`src/rtl/extensor_pipe.sv`:
```
// Immediate extender with a 2-entry output FIFO and a count of output transfers.
// The extension is computed combinationally and registered into the FIFO, so latency is one cycle.
module extensor_pipe #(
  parameter int IN_W  = 16,
  parameter int OUT_W = 32,
  parameter int CNT_W = 8
) (
  input  logic             clk,
  input  logic             rst_n,
  input  logic [IN_W-1:0]  in_data,
  input  logic [1:0]       in_mode,
  input  logic             in_valid,
  output logic             in_ready,
  output logic [OUT_W-1:0] out_data,
  output logic             out_valid,
  input  logic             out_ready,
  output logic [CNT_W-1:0] xfer_cnt
);

  localparam int EXT_W = OUT_W - IN_W;

  logic [1:0]       occ_p1;
  logic             vld_p1;
  logic [OUT_W-1:0] ext_p0;
  logic [OUT_W-1:0] head_p1;
  logic [OUT_W-1:0] tail_p1;
  logic             push;
  logic             pop;

  function automatic logic [OUT_W-1:0] extend(input logic [IN_W-1:0] d, input logic [1:0] m);
    logic signed [OUT_W-1:0] sx;
    logic [OUT_W-1:0]        r;
    sx = {{EXT_W{d[IN_W-1]}}, d};
    case (m)
      2'b00:   r = {{EXT_W{1'b0}}, d};
      2'b01:   r = sx;
      2'b10:   r = sx <<< 2;
      default: r = {d, {EXT_W{1'b0}}};
    endcase
    return r;
  endfunction

  // Stage p0: combinational extension of the incoming immediate
  assign ext_p0 = extend(in_data, in_mode);

  assign in_ready  = (occ_p1 != 2'd2);
  assign vld_p1    = (occ_p1 != 2'd0);
  assign out_valid = vld_p1;
  assign push      = in_valid && in_ready;
  assign pop       = vld_p1 && out_ready;
  // Data registers are not reset; gating on valid keeps the output at zero when empty.
  assign out_data  = vld_p1 ? head_p1 : '0;

  // Stage p1: FIFO occupancy and transfer counter
  always_ff @(posedge clk or negedge rst_n) begin
    if (!rst_n) begin
      occ_p1   <= 2'd0;
      xfer_cnt <= '0;
    end else begin
      if (push && !pop)
        occ_p1 <= occ_p1 + 2'd1;
      else if (pop && !push)
        occ_p1 <= occ_p1 - 2'd1;
      if (pop)
        xfer_cnt <= xfer_cnt + 1'b1;
    end
  end

  always_ff @(posedge clk) begin
    if (pop) begin
      if (occ_p1 == 2'd2)
        head_p1 <= tail_p1;
      else if (push)
        head_p1 <= ext_p0;
    end else if (push) begin
      if (occ_p1 == 2'd0)
        head_p1 <= ext_p0;
      else
        tail_p1 <= ext_p0;
    end
  end

endmodule

```
`config.mk`:
```
export PLATFORM = sky130hd
export DESIGN_NAME = extensor_pipe
export DESIGN_NICKNAME = d
export VERILOG_FILES = /design/src/rtl/extensor_pipe.sv
export SDC_FILE = /design/constraint.sdc
export NUM_CORES = 1
export LEC_CHECK = 0
export CAP_MARGIN = 20
export CORE_MARGIN = 2
export CORE_UTILIZATION = 42
export CTS_CLUSTER_DIAMETER = 150
export CTS_CLUSTER_SIZE = 40
export DETAILED_ROUTE_END_ITERATION = 12
export PLACE_DENSITY_LB_ADDON = 0.15
export SLEW_MARGIN = 20
export SYNTH_ARGS = -nofsm -noshare
export SYNTH_HDL_FRONTEND = slang
export SYNTH_SLANG_ARGS = --single-unit
export TNS_END_PERCENT = 30
```
`constraint.sdc`:
```
create_clock -name clk -period 6.9 [get_ports clk]
set_clock_uncertainty 0.1 [all_clocks]
set_input_delay 1.035 -clock clk [delete_from_list [all_inputs] [get_ports clk]]
set_output_delay 1.035 -clock clk [all_outputs]
set_load 0.05 [all_outputs]
```
# Yosys cells after proc, flatten, opt, wreduce, memory -nomap -nowiden
# Cells that the tools add are included.
dict set report totals {
  ff_bits 74
  output_inout_bits 42
  in_bits 22
}
dict set report op_classes {
  eq_ne 4
  n_reduce_logical 15
  addsub 3
  bitwise 2
  n_mux 9
}
# op count
set op_table {}
lappend op_table {{32-bit 2-to-1 mux} 6}
lappend op_table {{32-bit case mux with 3 select lines} 1}
lappend op_table {{2-bit nonzero test} 5}
lappend op_table {{8-bit by 1-bit adder with 8-bit output, second input constant} 1}
lappend op_table {{3-bit AND reduction} 2}
lappend op_table {{2-bit equality test, second input constant} 2}
lappend op_table {{1-bit logical AND} 4}
lappend op_table {{2-bit zero test} 2}
lappend op_table {{2-bit 2-to-1 mux} 2}
lappend op_table {{2-bit by 1-bit adder with 2-bit output, second input constant} 1}
lappend op_table {{2-bit by 1-bit equality test with 1-bit output, second input constant} 1}
lappend op_table {{1-bit zero test} 2}
lappend op_table {{2-bit != test, second input constant} 1}
lappend op_table {{1-bit NOT} 2}
lappend op_table {{2-bit by 1-bit subtractor with 2-bit output, second input constant} 1}

# Logic depth before layout (Yosys ltp)
# Gate-level depths: netlist of the first run.
dict set report depth {
  ltp_word 6
  mapped_depth 8
  mapped_depth_nobuf 7
}

# Least setup slack after synthesis of the first run
# Ideal clock, no wire load.
dict set report synth_timing {
  path_kind {input -> register}
  start {input out_ready}
  end {register head_p1[0], enable pin}
  n_path_buf 0
  cell_stages 4
  setup_slack_ps 3486
  arrival_ps 2892
  path_cell_list {o21a_1 inv_2 ha_1 nor2_1}
}
dict set report synth_between {
  elab_chain_len 3
  word_cells_on_any_way 4
  classes_between {reduce/logical: 4}
}
# item line_no
set synth_lines {}
lappend synth_lines {{start, declared} 16} ;# input logic out_ready,
lappend synth_lines {{1-bit logical AND (*)} 50} ;# assign pop = vld_p1 && out_ready;
lappend synth_lines {{2-bit nonzero test (no line)} n/a}
lappend synth_lines {{3-bit AND reduction (no line) (*)} n/a}
lappend synth_lines {{end signal, assigned} 72} ;# head_p1 <= tail_p1;
lappend synth_lines {{end signal, assigned} 74} ;# head_p1 <= ext_p0;
lappend synth_lines {{end signal, assigned} 77} ;# head_p1 <= ext_p0;
lappend synth_lines {{end, declared} 25} ;# logic [OUT_W-1:0] head_p1;
# Every way passes the cells marked *; elsewhere a longest branch is shown, timed or not.
# A chain may end at the register's enable or synchronous reset.

# Worst setup path in the final report of the first run
dict set report layout_timing {
  start {register occ_p1[0]}
  end {output out_data[16]}
}
dict set report layout_between {
  elab_chain_len 2
}
# item line_no
set layout_lines {}
lappend layout_lines {{start, declared} 22} ;# logic [1:0] occ_p1;
lappend layout_lines {{start signal, assigned} 61} ;# occ_p1 <= occ_p1 + 2'd1;
lappend layout_lines {{start signal, assigned} 63} ;# occ_p1 <= occ_p1 - 2'd1;
lappend layout_lines {{2-bit nonzero test} 47} ;# assign vld_p1 = (occ_p1 != 2'd0);
lappend layout_lines {{32-bit 2-to-1 mux} 52} ;# assign out_data = vld_p1 ? head_p1 : '0;
lappend layout_lines {{end, declared} 14} ;# output logic [OUT_W-1:0] out_data,
# No other way between the ends.

==> results of run 1 <==
-- registers in the layout, summed over array words and instances (netlist names) --
| signal | flops |
|---|---|
| occ_p1 | 2 |
| head_p1 | 32 |
| xfer_cnt | 8 |
| tail_p1 | 32 |
-- cells in the final DEF, fill, tap and decap left out, types with 4 or more instances in the layout --
cell,n
o21ai_0,14
and2b_1,14
nor2_1,15
clkdlybuf4s50_1,63
nand2_1,23
and2_0,8
clkbuf_8,9
dfrtp_1,10
a22o_1,14
edfxtp_1,64
a21oi_1,11
a21oi_2,4
and2_1,7
nor2b_1,21
mux2_2,18
xnor2_1,7
-- report_power, final --
group          internal [mW]  switching (mW)
clock network          0.203           0.153
logic                  0.325           0.608
registers              0.617          0.0566
-- cell type report --
cell class                 instances  area [um2]
timing repair buffer              66         653
multi-input combinational        181        1240
inverter                           5        18.8
fill                             726        3750
sequential                        74        2170
clock buffer                      11         131
clock inverter                     5        78.8
tap                              105         131
-- worst paths after layout --
check	startpoint	to	slack, ns	depth (start not counted)
setup / recovery	occ_p1[0]	out_data[16]	3.12	4
hold / removal	xfer_cnt[7]	xfer_cnt[7]	0.37	1
setup reg to reg	occ_p1[0]	head_p1[20]	4.72	3
hold reg to reg	xfer_cnt[7]	xfer_cnt[7]	0.37	1
max in group asynchronous	rst_n	occ_p1[1]	5.49	1
min in group asynchronous	rst_n	xfer_cnt[4]	0.90	1
-- kinds of logic (layout without fill, tap and decap cells) --
group | count (synthesis) | count (layout) | synth area share, %
adder cells (fa/ha/maj) | 3 | 3 | 1.06
AO/OA/AOI/OAI | 46 | 46 | 8.67
flip-flops | 74 | 74 | 61.5
multiplexers | 19 | 19 | 6.02
AND/OR/NAND/NOR | 103 | 103 | 16.6
XOR/XNOR | 10 | 10 | 2.48
buffers and inverters | 23 | 87 | 3.68
-- worst register-to-register path, delay by kind of cell, from the launching register on --
family           cells  cell delay, ns
AND/OR/NAND/NOR      2            1.12
flip-flops           1            0.51
AO/OA/AOI/OAI        1            0.18
-- per-layer routing --
metal  GRT usage, %  wire [um]  vias to the layer above
li1               -          -                     1101
met4           8.21         60                        0
met5              0          0                        -
met3           3.37        394                        7
met2           23.1       3050                       55
met1           23.6       3320                     1058
==> flow_summary.yaml, run 1 <==
cts:
  cts_setup_buffers: 0
  cts_resized: 0
  clockRootBuffer: "clkbuf_8"
  hold_buffers: 0
  clock-sinks: 74
  clockBufferDepth: 2
  cts_max_level: 3
  clk_latency_ns: 0.34
  cts_buffers: 9
  cts_tree: "built"
  clk_pin_slew_worst_paths_ns: 0.07
synth:
  synth_top_cell_by_area: "edfxtp_1"
  syn_area_um2: 3530
  ys_dominant_reg_cell: "edfxtp_1"
  synth_area_per_cell_um2: 12.7
  postSynthCellCount: 278
  syn-num-nets: 303
  synth_edf_count: 64
  ys_seq_area_share_pct: 61.5
  yosys-top-cells-count: "edfxtp_1 (64), nand2_1 (23), nor2b_1 (21)"
  synth-seq-cells: 74
  yosysUniqueCellTypes: 35
  yosysTopAreaCellShare_pct: 54.4
  synth_area_leaders: "edfxtp_1 (54%), dfrtp_1 (7.1%), mux2_2 (5.7%)"
  yosysMostFrequentCell: "edfxtp_1"
  async_reset_ff_share_pct: 13.5
  yosys_warnings: 0
critical_path:
  required_ns: 5.76
  endpoint_kind: "output port"
  crit_path_cell_trace: "nor2_2, buf_4, and2b_1, clkdlybuf4s50_1"
  arrival_ns: 2.65
  slowest_stage: "clkdlybuf4s50_1"
  start_kind: "flop"
  critPathKind: "reg2out"
  critPathMaxStageDelay_ns: 0.69
  path_buf_inv: 2
  cp_max_fo: 20
  critPathTopFamily: "buffers and inverters"
final_layout:
  area_delta_synth_final_pct: 25.2
  layout-drive-gt1-share_pct: 14.3
  antennaDiodeCount: 0
  final_cells: 447
  fin_util_pct: 54.1
  fin_area_um2: 4430
  nNetsFinal: 362
placement:
  hpwlAfterDp_mm: 4.65
  portBuffers: 63
  gp_congestion: 0.827
  dpl-instance-area_um2: 4220
  place_inst: 431
  place_ws_ns: 3.41
grt:
  grt_max_degree: 34
  antenna_found_initial: 0
  track_usage_pct: 16.2
  grt_pass1_vias: 2170
  grt_remaining_overflow: 0
  grt_pass1_wl_mm: 11.0
routing:
  drtIter0Drc: 101
  vias_per_cell: 4.97
  via_count: 2221
  drt_first_pass_iters: 4
  drc: 0
  ant_nets: 0
  wl_mm: 6.83
  avgRoutedWirePerCell_um: 15.3
timing:
  hold_viol_final: 0
  final.setup.tns_ns: 0
  slew_viol_final: 0
  finalSetupViolations: 0
  worst_pin_slew_ns: 0.667
  slew_headroom_pct: 55.4
  fin_crit_sh_pct: 54.8
  whs_ns: 0.368
  finalCriticalPeriod_ns: 3.78
  fmax_ghz: 0.264
  rsz0062_at_grt: "false"
  layout_setup_ws_ns: 3.12
job:
  max_cap_violations: 0
power:
  power.density_nw_per_um2: 444
  leakage_nw: 1.69
  ir_worst_vdd_uv: 185
  total_power_mw: 1.96
status:
  status: "finished, final reports clean"
floorplan:
  die_area_um2: 9170
  die_x_um: 95.7
  num_rows: 33
  core_um2: 8180
  chipHeight_um: 95.7
  io_pins: 64
  start_util_pct: 43.2
worst_hold_path:
  min_path_type: "reg2reg"
Power figures use the tool's default switching activity.
==> run 2, diff against run 1 <==
==> constraint.sdc (replaced) <==
create_clock -name clk -period 3.05 [get_ports clk]
set_clock_uncertainty 0.1 [all_clocks]
set_input_delay 0.4575 -clock clk [delete_from_list [all_inputs] [get_ports clk]]
set_output_delay 0.4575 -clock clk [all_outputs]
set_load 0.05 [all_outputs]
==> flow_summary.yaml, run 2 (synthesis results as in run 1) <==
final_layout:
  final_common_cell: "edfxtp_1"
  fin_area_um2: 4510
  register_area_um2: 2170
  final_cell_mix: "edfxtp_1 (64), clkdlybuf4s50_1 (63), nand2_1 (23)"
  area_delta_synth_final_pct: 27.5
  multi_input_area_um2: 1240
  fillCellCount: 704
  antennaDiodeCount: 0
  nNetsFinal: 370
  layout-drive-gt1-share_pct: 16.6
  layout_top_registers: "head_p1 (32), tail_p1 (32), xfer_cnt (8)"
floorplan:
  die_area_um2: 9170
  io_pins: 64
  die_x_um: 95.7
  start_util_pct: 43.2
  chipHeight_um: 95.7
  num_rows: 33
  core_um2: 8180
cts:
  cts_setup_buffers: 0
  hold_buffers: 0
  cts_max_level: 3
  clockBufferDepth: 2
  clk_pin_slew_worst_paths_ns: 0.08
  clk_latency_ns: 0.35
  clock-sinks: 74
  clockRootBuffer: "clkbuf_8"
  cts_resized: 0
  cts_buffers: 9
  cts_tree: "built"
routing:
  wl_mm: 6.92
  drtIter0Drc: 156
  avgRoutedWirePerCell_um: 15.2
  drc: 0
  via_count: 2296
  drt_first_pass_iters: 4
  vias_per_cell: 5.05
  ant_nets: 0
placement:
  portBuffers: 63
  dpl-instance-area_um2: 4280
  hpwlAfterDp_mm: 4.78
  place_ws_ns: 0.450
  gp_congestion: 0.811
grt:
  grt_max_degree: 34
  antenna_found_initial: 0
  grt_pass1_vias: 2191
  track_usage_pct: 16.1
  grt_pass1_wl_mm: 11.0
  grt_remaining_overflow: 0
power:
  power.density_nw_per_um2: 997
  leakage_nw: 1.74
  ir_worst_vdd_uv: 461
timing:
  slew_viol_final: 0
  whs_ns: 0.314
  finalCriticalPeriod_ns: 2.84
  rsz0062_at_grt: "false"
  slew_headroom_pct: 54.8
  worst_pin_slew_ns: 0.677
  finalSetupViolations: 0
  layout_setup_ws_ns: 0.214
  fmax_ghz: 0.353
  final.setup.tns_ns: 0
  fin_crit_sh_pct: 93.0
  hold_viol_final: 0
critical_path:
  required_ns: 2.49
  arrival_ns: 2.28
  endpoint_kind: "output port"
  critPathMaxStageDelay_ns: 0.69
  start_kind: "flop"
  critPathKind: "reg2out"
  crit_path_cell_trace: "nor2_4, and2b_1, clkdlybuf4s50_1"
  slowest_stage: "clkdlybuf4s50_1"
  cp_max_fo: 33
status:
  status: "finished, final reports clean"
job:
  max_cap_violations: 0
worst_hold_path:
  min_path_type: "in2async"
==> run 2: worst paths after layout <==
path                             start           to  slack (ns)  depth (start not counted)
setup / recovery             occ_p1[0]  out_data[9]        0.21                          3
hold / removal                   rst_n  xfer_cnt[2]        0.31                          1
setup reg to reg             occ_p1[0]   head_p1[4]        1.02                          6
hold reg to reg            xfer_cnt[7]  xfer_cnt[7]        0.37                          1
max in group asynchronous        rst_n    occ_p1[0]        2.24                          1
min in group clk           xfer_cnt[7]  xfer_cnt[7]        0.37                          1
==> run 2: cell type report <==
class / instances / area share [%]
Clock buffer: 14 / 4.80
Multi-Input combinational cell: 181 / 27.6
Sequential cell: 74 / 48.2
Inverter: 5 / 0.416
Timing Repair Buffer: 74 / 15.8
Tap cell: 105 / 2.91
Clock inverter: 2 / 0.250
==> run 2: per-layer routing <==
layer | vias to the layer above | GRT usage (%) | wire length, um
met5 | - | 0 | 0
met1 | 1088 | 23.4 | 3300
li1 | 1119 | - | -
met4 | 0 | 7.38 | 104
met2 | 80 | 23.3 | 3100
met3 | 9 | 3.21 | 413
==> run 2: where the power goes <==
part	internal (mW)	total (mW)	leakage, nW	switching (mW)
Sequential	1.40	1.50	0.730	0.106
Clock	0.466	0.822	0.118	0.355
Combinational	0.766	2.17	0.888	1.41
==> run 2: worst max-delay path: cells and delay by family (launching register included) <==
family / cells / cell delay (ns)
flip-flops: 1 / 0.41
AND/OR/NAND/NOR: 2 / 0.80
buffers and inverters: 1 / 0.69
==> run 2: stage by stage <==
stage	utilization, %	std cells	power (mW)
2_1_floorplan	-	278	3.04
3_3_place_gp	52.3	439	3.69
3_5_place_dp	52.4	439	3.72
4_1_cts	55.1	455	4.54
5_1_grt	55.1	455	4.71
6_report	55.1	455	4.50
==> run 3, diff against run 2 <==
--- a/config.mk
+++ b/config.mk
@@ -7,7 +7,7 @@
 export LEC_CHECK = 0
 export CAP_MARGIN = 20
 export CORE_MARGIN = 2
-export CORE_UTILIZATION = 42
+export CORE_UTILIZATION = 47
 export CTS_CLUSTER_DIAMETER = 150
 export CTS_CLUSTER_SIZE = 40
 export DETAILED_ROUTE_END_ITERATION = 12
==> flow_summary.yaml, run 3 (synthesis results as in run 1) <==
critical_path:
  critPathKind: "reg2out"
  arrival_ns: 2.22
  crit_path_cell_trace: "nor2_2, buf_4, and2b_1, clkdlybuf4s50_1"
  cp_max_fo: 33
  path_buf_inv: 2
  critPathMaxStageDelay_ns: 0.71
  start_kind: "flop"
  r2r-start: "occ_p1[0]"
  endpoint_kind: "output port"
  slowest_stage: "clkdlybuf4s50_1"
  crit_path_start: "occ_p1[0]"
  critPathTopFamily: "buffers and inverters"
  required_ns: 2.49
cts:
  clock-sinks: 74
  cts_setup_buffers: 0
  cts_resized: 0
  clk_latency_ns: 0.35
  cts_tree: "built"
  cts_buffers: 9
  hold_buffers: 0
  clockRootBuffer: "clkbuf_8"
  cts_max_level: 3
  clk_pin_slew_worst_paths_ns: 0.08
  clockBufferDepth: 2
placement:
  place_inst: 431
  hpwlAfterDp_mm: 4.79
  portBuffers: 63
  gp_congestion: 0.792
final_layout:
  nNetsFinal: 368
  fillCellCount: 612
  final_cells: 447
  layout-drive-gt1-share_pct: 14.9
  antennaDiodeCount: 0
  area_delta_synth_final_pct: 25.3
  final_common_cell: "edfxtp_1"
  register_area_um2: 2170
  layout_top_registers: "head_p1 (32), tail_p1 (32), xfer_cnt (8)"
  final_cell_mix: "edfxtp_1 (64), clkdlybuf4s50_1 (63), nand2_1 (23)"
  multi_input_area_um2: 1240
grt:
  top_usage_layer: "met2"
  met2_usage_pct: 25.8
  track_usage_pct: 17.7
  grt_pass1_wl_mm: 11.2
  globalRouteMet1Util_pct: 25.5
  grt_max_degree: 34
  grt_pass1_vias: 2236
  grt_remaining_overflow: 0
  global_route.usage.met3_pct: 3.67
  antenna_found_initial: 0
timing:
  final.setup.tns_ns: 0
  finalCriticalPeriod_ns: 2.78
  slew_headroom_pct: 43.0
  rsz0062_at_grt: "false"
  finalSetupViolations: 0
  hold_viol_final: 0
  worst_pin_slew_ns: 0.854
  fin_crit_sh_pct: 91.1
  slew_viol_final: 0
  fmax_ghz: 0.360
power:
  ir_worst_vdd_uv: 436
  leakage_nw: 1.69
  power.density_nw_per_um2: 984
worst_hold_path:
  min_path_type: "in2async"
routing:
  wl_mm: 6.81
  drtIter0Drc: 105
  avgRoutedWirePerCell_um: 15.2
  drt_first_pass_iters: 4
  ant_nets: 0
  vias_per_cell: 5.12
  drc: 0
  via_count: 2287
floorplan:
  num_rows: 31
  die_x_um: 90.7
  core_um2: 7250
  chipHeight_um: 90.7
  io_pins: 64
  start_util_pct: 48.7
  die_area_um2: 8230
status:
  status: "finished, final reports clean"
job:
  max_cap_violations: 0
-- run 3: changes by cell type in the layout (fill, tap and decap cells not counted), sizes merged --
cell    delta
clkbuf     +1
buf        -2
inv        -1
-- run 3: cell type report --
type	count	area share (%)
multi-input combinational	181	28.0
sequential	74	49.0
tap	99	2.80
clock inverter	1	0.198
inverter	5	0.424
timing repair buffer	72	15.8
clock buffer	15	3.79
-- run 3: layer usage --
metal | part of all wire [%] | vias to the layer above
met5 | 0 | -
met4 | 1.8 | 0
met3 | 5.2 | 10
met2 | 44 | 72
met1 | 49 | 1093
li1 | - | 1112
-- run 3: worst register-to-register path, stage by stage (launching register included) --
cell,delay [ns]
dfrtp_1,0.52
o21a_1,0.31
inv_2,0.11
ha_1,0.22
nor2_2,0.12
buf_4,0.30
-- run 3: per-stage QoR --
| stage | instance area (um2) | hold slack, ns | utilization (%) | setup slack (ns) | power, mW |
|---|---|---|---|---|---|
| after floorplan | 3540 | 0.0619 | - | 0.442 | 3.04 |
| after global placement | 4250 | 0.355 | 58.6 | 0.438 | 3.68 |
| after detailed placement | 4250 | 0.366 | 58.6 | 0.373 | 3.71 |
| after CTS | 4430 | 0.328 | 61.1 | 0.227 | 4.40 |
| after global routing | 4430 | 0.344 | 61.1 | 0.148 | 4.56 |
| final | 4430 | 0.321 | 61.1 | 0.271 | 4.36 |
-- run 3: worst paths after layout --
path	end	slack, ns	cells after the start
setup reg to reg	head_p1[8]	1.03	5
min in group clk	xfer_cnt[7]	0.37	1
setup / recovery	out_data[25]	0.27	4
max in group asynchronous	xfer_cnt[3]	2.22	1
hold reg to reg	xfer_cnt[7]	0.37	1
hold / removal	xfer_cnt[0]	0.32	1
-- run 3: power by group --
group	switching, mW	total, mW	internal [mW]
combinational	1.39	2.15	0.758
sequential	0.129	1.53	1.40
clock	0.337	0.685	0.349
==> variant, RTL diff (flow settings as in run 2) <==
Set the parameter `IN_W` to 24 (it was 16).
--- a/src/rtl/extensor_pipe.sv
+++ b/src/rtl/extensor_pipe.sv
@@ -3,3 +3,3 @@
 module extensor_pipe #(
-  parameter int IN_W  = 16,
+  parameter int IN_W  = 24,
   parameter int OUT_W = 32,
Interface: changed (resized in_data); port bits go from 64 to 72. The function was not compared with the original's and may differ.
==> variant against run 2 <==
Sequential cell count stayed put; clock power fell by 11%; die area increased by 3.9%; wire length increased by 5.1%; area after synthesis rose by 4.1%; power fell by 4.2%; synthesized cell count up 1.8%; cell count rose by 2.4%; first-iteration DRC count is 51% lower; cell area up 0.75%; register-to-register slack worse by 0.32 ns; worst setup slack improved by 0.32 ns; fmax up 13%; utilization decreased by 2.3 points; critical path type unchanged; critical endpoint is now out_data[14].
==> variant: results (changes against run 2) <==
metric	value	unit	change
status	finished, final reports clean		unchanged
grt_pass1_wl	11860	um	was 11040 um
setup_ws	0.5368	ns	was 0.2138 ns
rr_worst_depth	5		was 6
pg_clk	731	uW	was 822 uW
wl_per_cell	15.61	um	was 15.20 um
worstPathArrival	1.96	ns	was 2.28 ns
grt.total_usage	15.72	%	was 16.08%
worstMarginPinSlew	0.6431	ns	was 0.6766 ns
drt-met1-wl	3637	um	was 3296 um
dp_hpwl	5056	um	was 4784 um
clkPwrFrac	17.0	%	was 18.3%
ys_top_cells_by_count	edfxtp_1, and2_1, nor2_1		was edfxtp_1, nand2_1, nor2b_1
power_switching	1.851	mW	was 1.867 mW
crit_fanout	21		was 33
use_met3	3.381	%	was 3.211%
p_leak	1.794	nW	was 1.737 nW
io_buffers	71		was 63
fill_cells	767		was 704
r2r_slack	0.70	ns	was 1.02 ns
vdd_drop_max	383.1	uV	was 460.6 uV
syn-num-nets	316		was 303
rr_startpoint	occ_p1[1]		was occ_p1[0]
hold_ws	0.3279	ns	was 0.3138 ns
grt_pass1_vias	2380		was 2191
met1_usage	22.54	%	was 23.37%
==> variant: through the flow <==
stage / instance area (um2) / utilization, % / std cells
finish: 4542 / 52.85 / 466
global route: 4542 / 52.85 / 466
CTS: 4542 / 52.85 / 466
detailed placement: 4357 / 50.70 / 450
global placement: 4357 / 50.70 / 450
floorplan: 3681 / - / 283
==> variant: kinds of logic (layout without fill, tap and decap cells) <==
logic type | count (synthesis) | in the layout | synth area share (%)
compound gates | 39 | 39 | 6.633
xor+xnor | 10 | 10 | 2.381
fa+ha+maj | 3 | 3 | 1.021
buf+inv | 21 | 96 | 4.082
flops | 74 | 74 | 59.05
mux | 44 | 44 | 13.20
simple gates | 92 | 92 | 13.64
==> variant: final cells by class <==
class	count	area share, %
flip-flops and latches	74	47.82
multi-input cells	188	29.97
repair buffers	78	14.99
well taps	108	2.975
clock buffers	10	2.810
clock inverters	6	1.267
inverters	2	0.1653
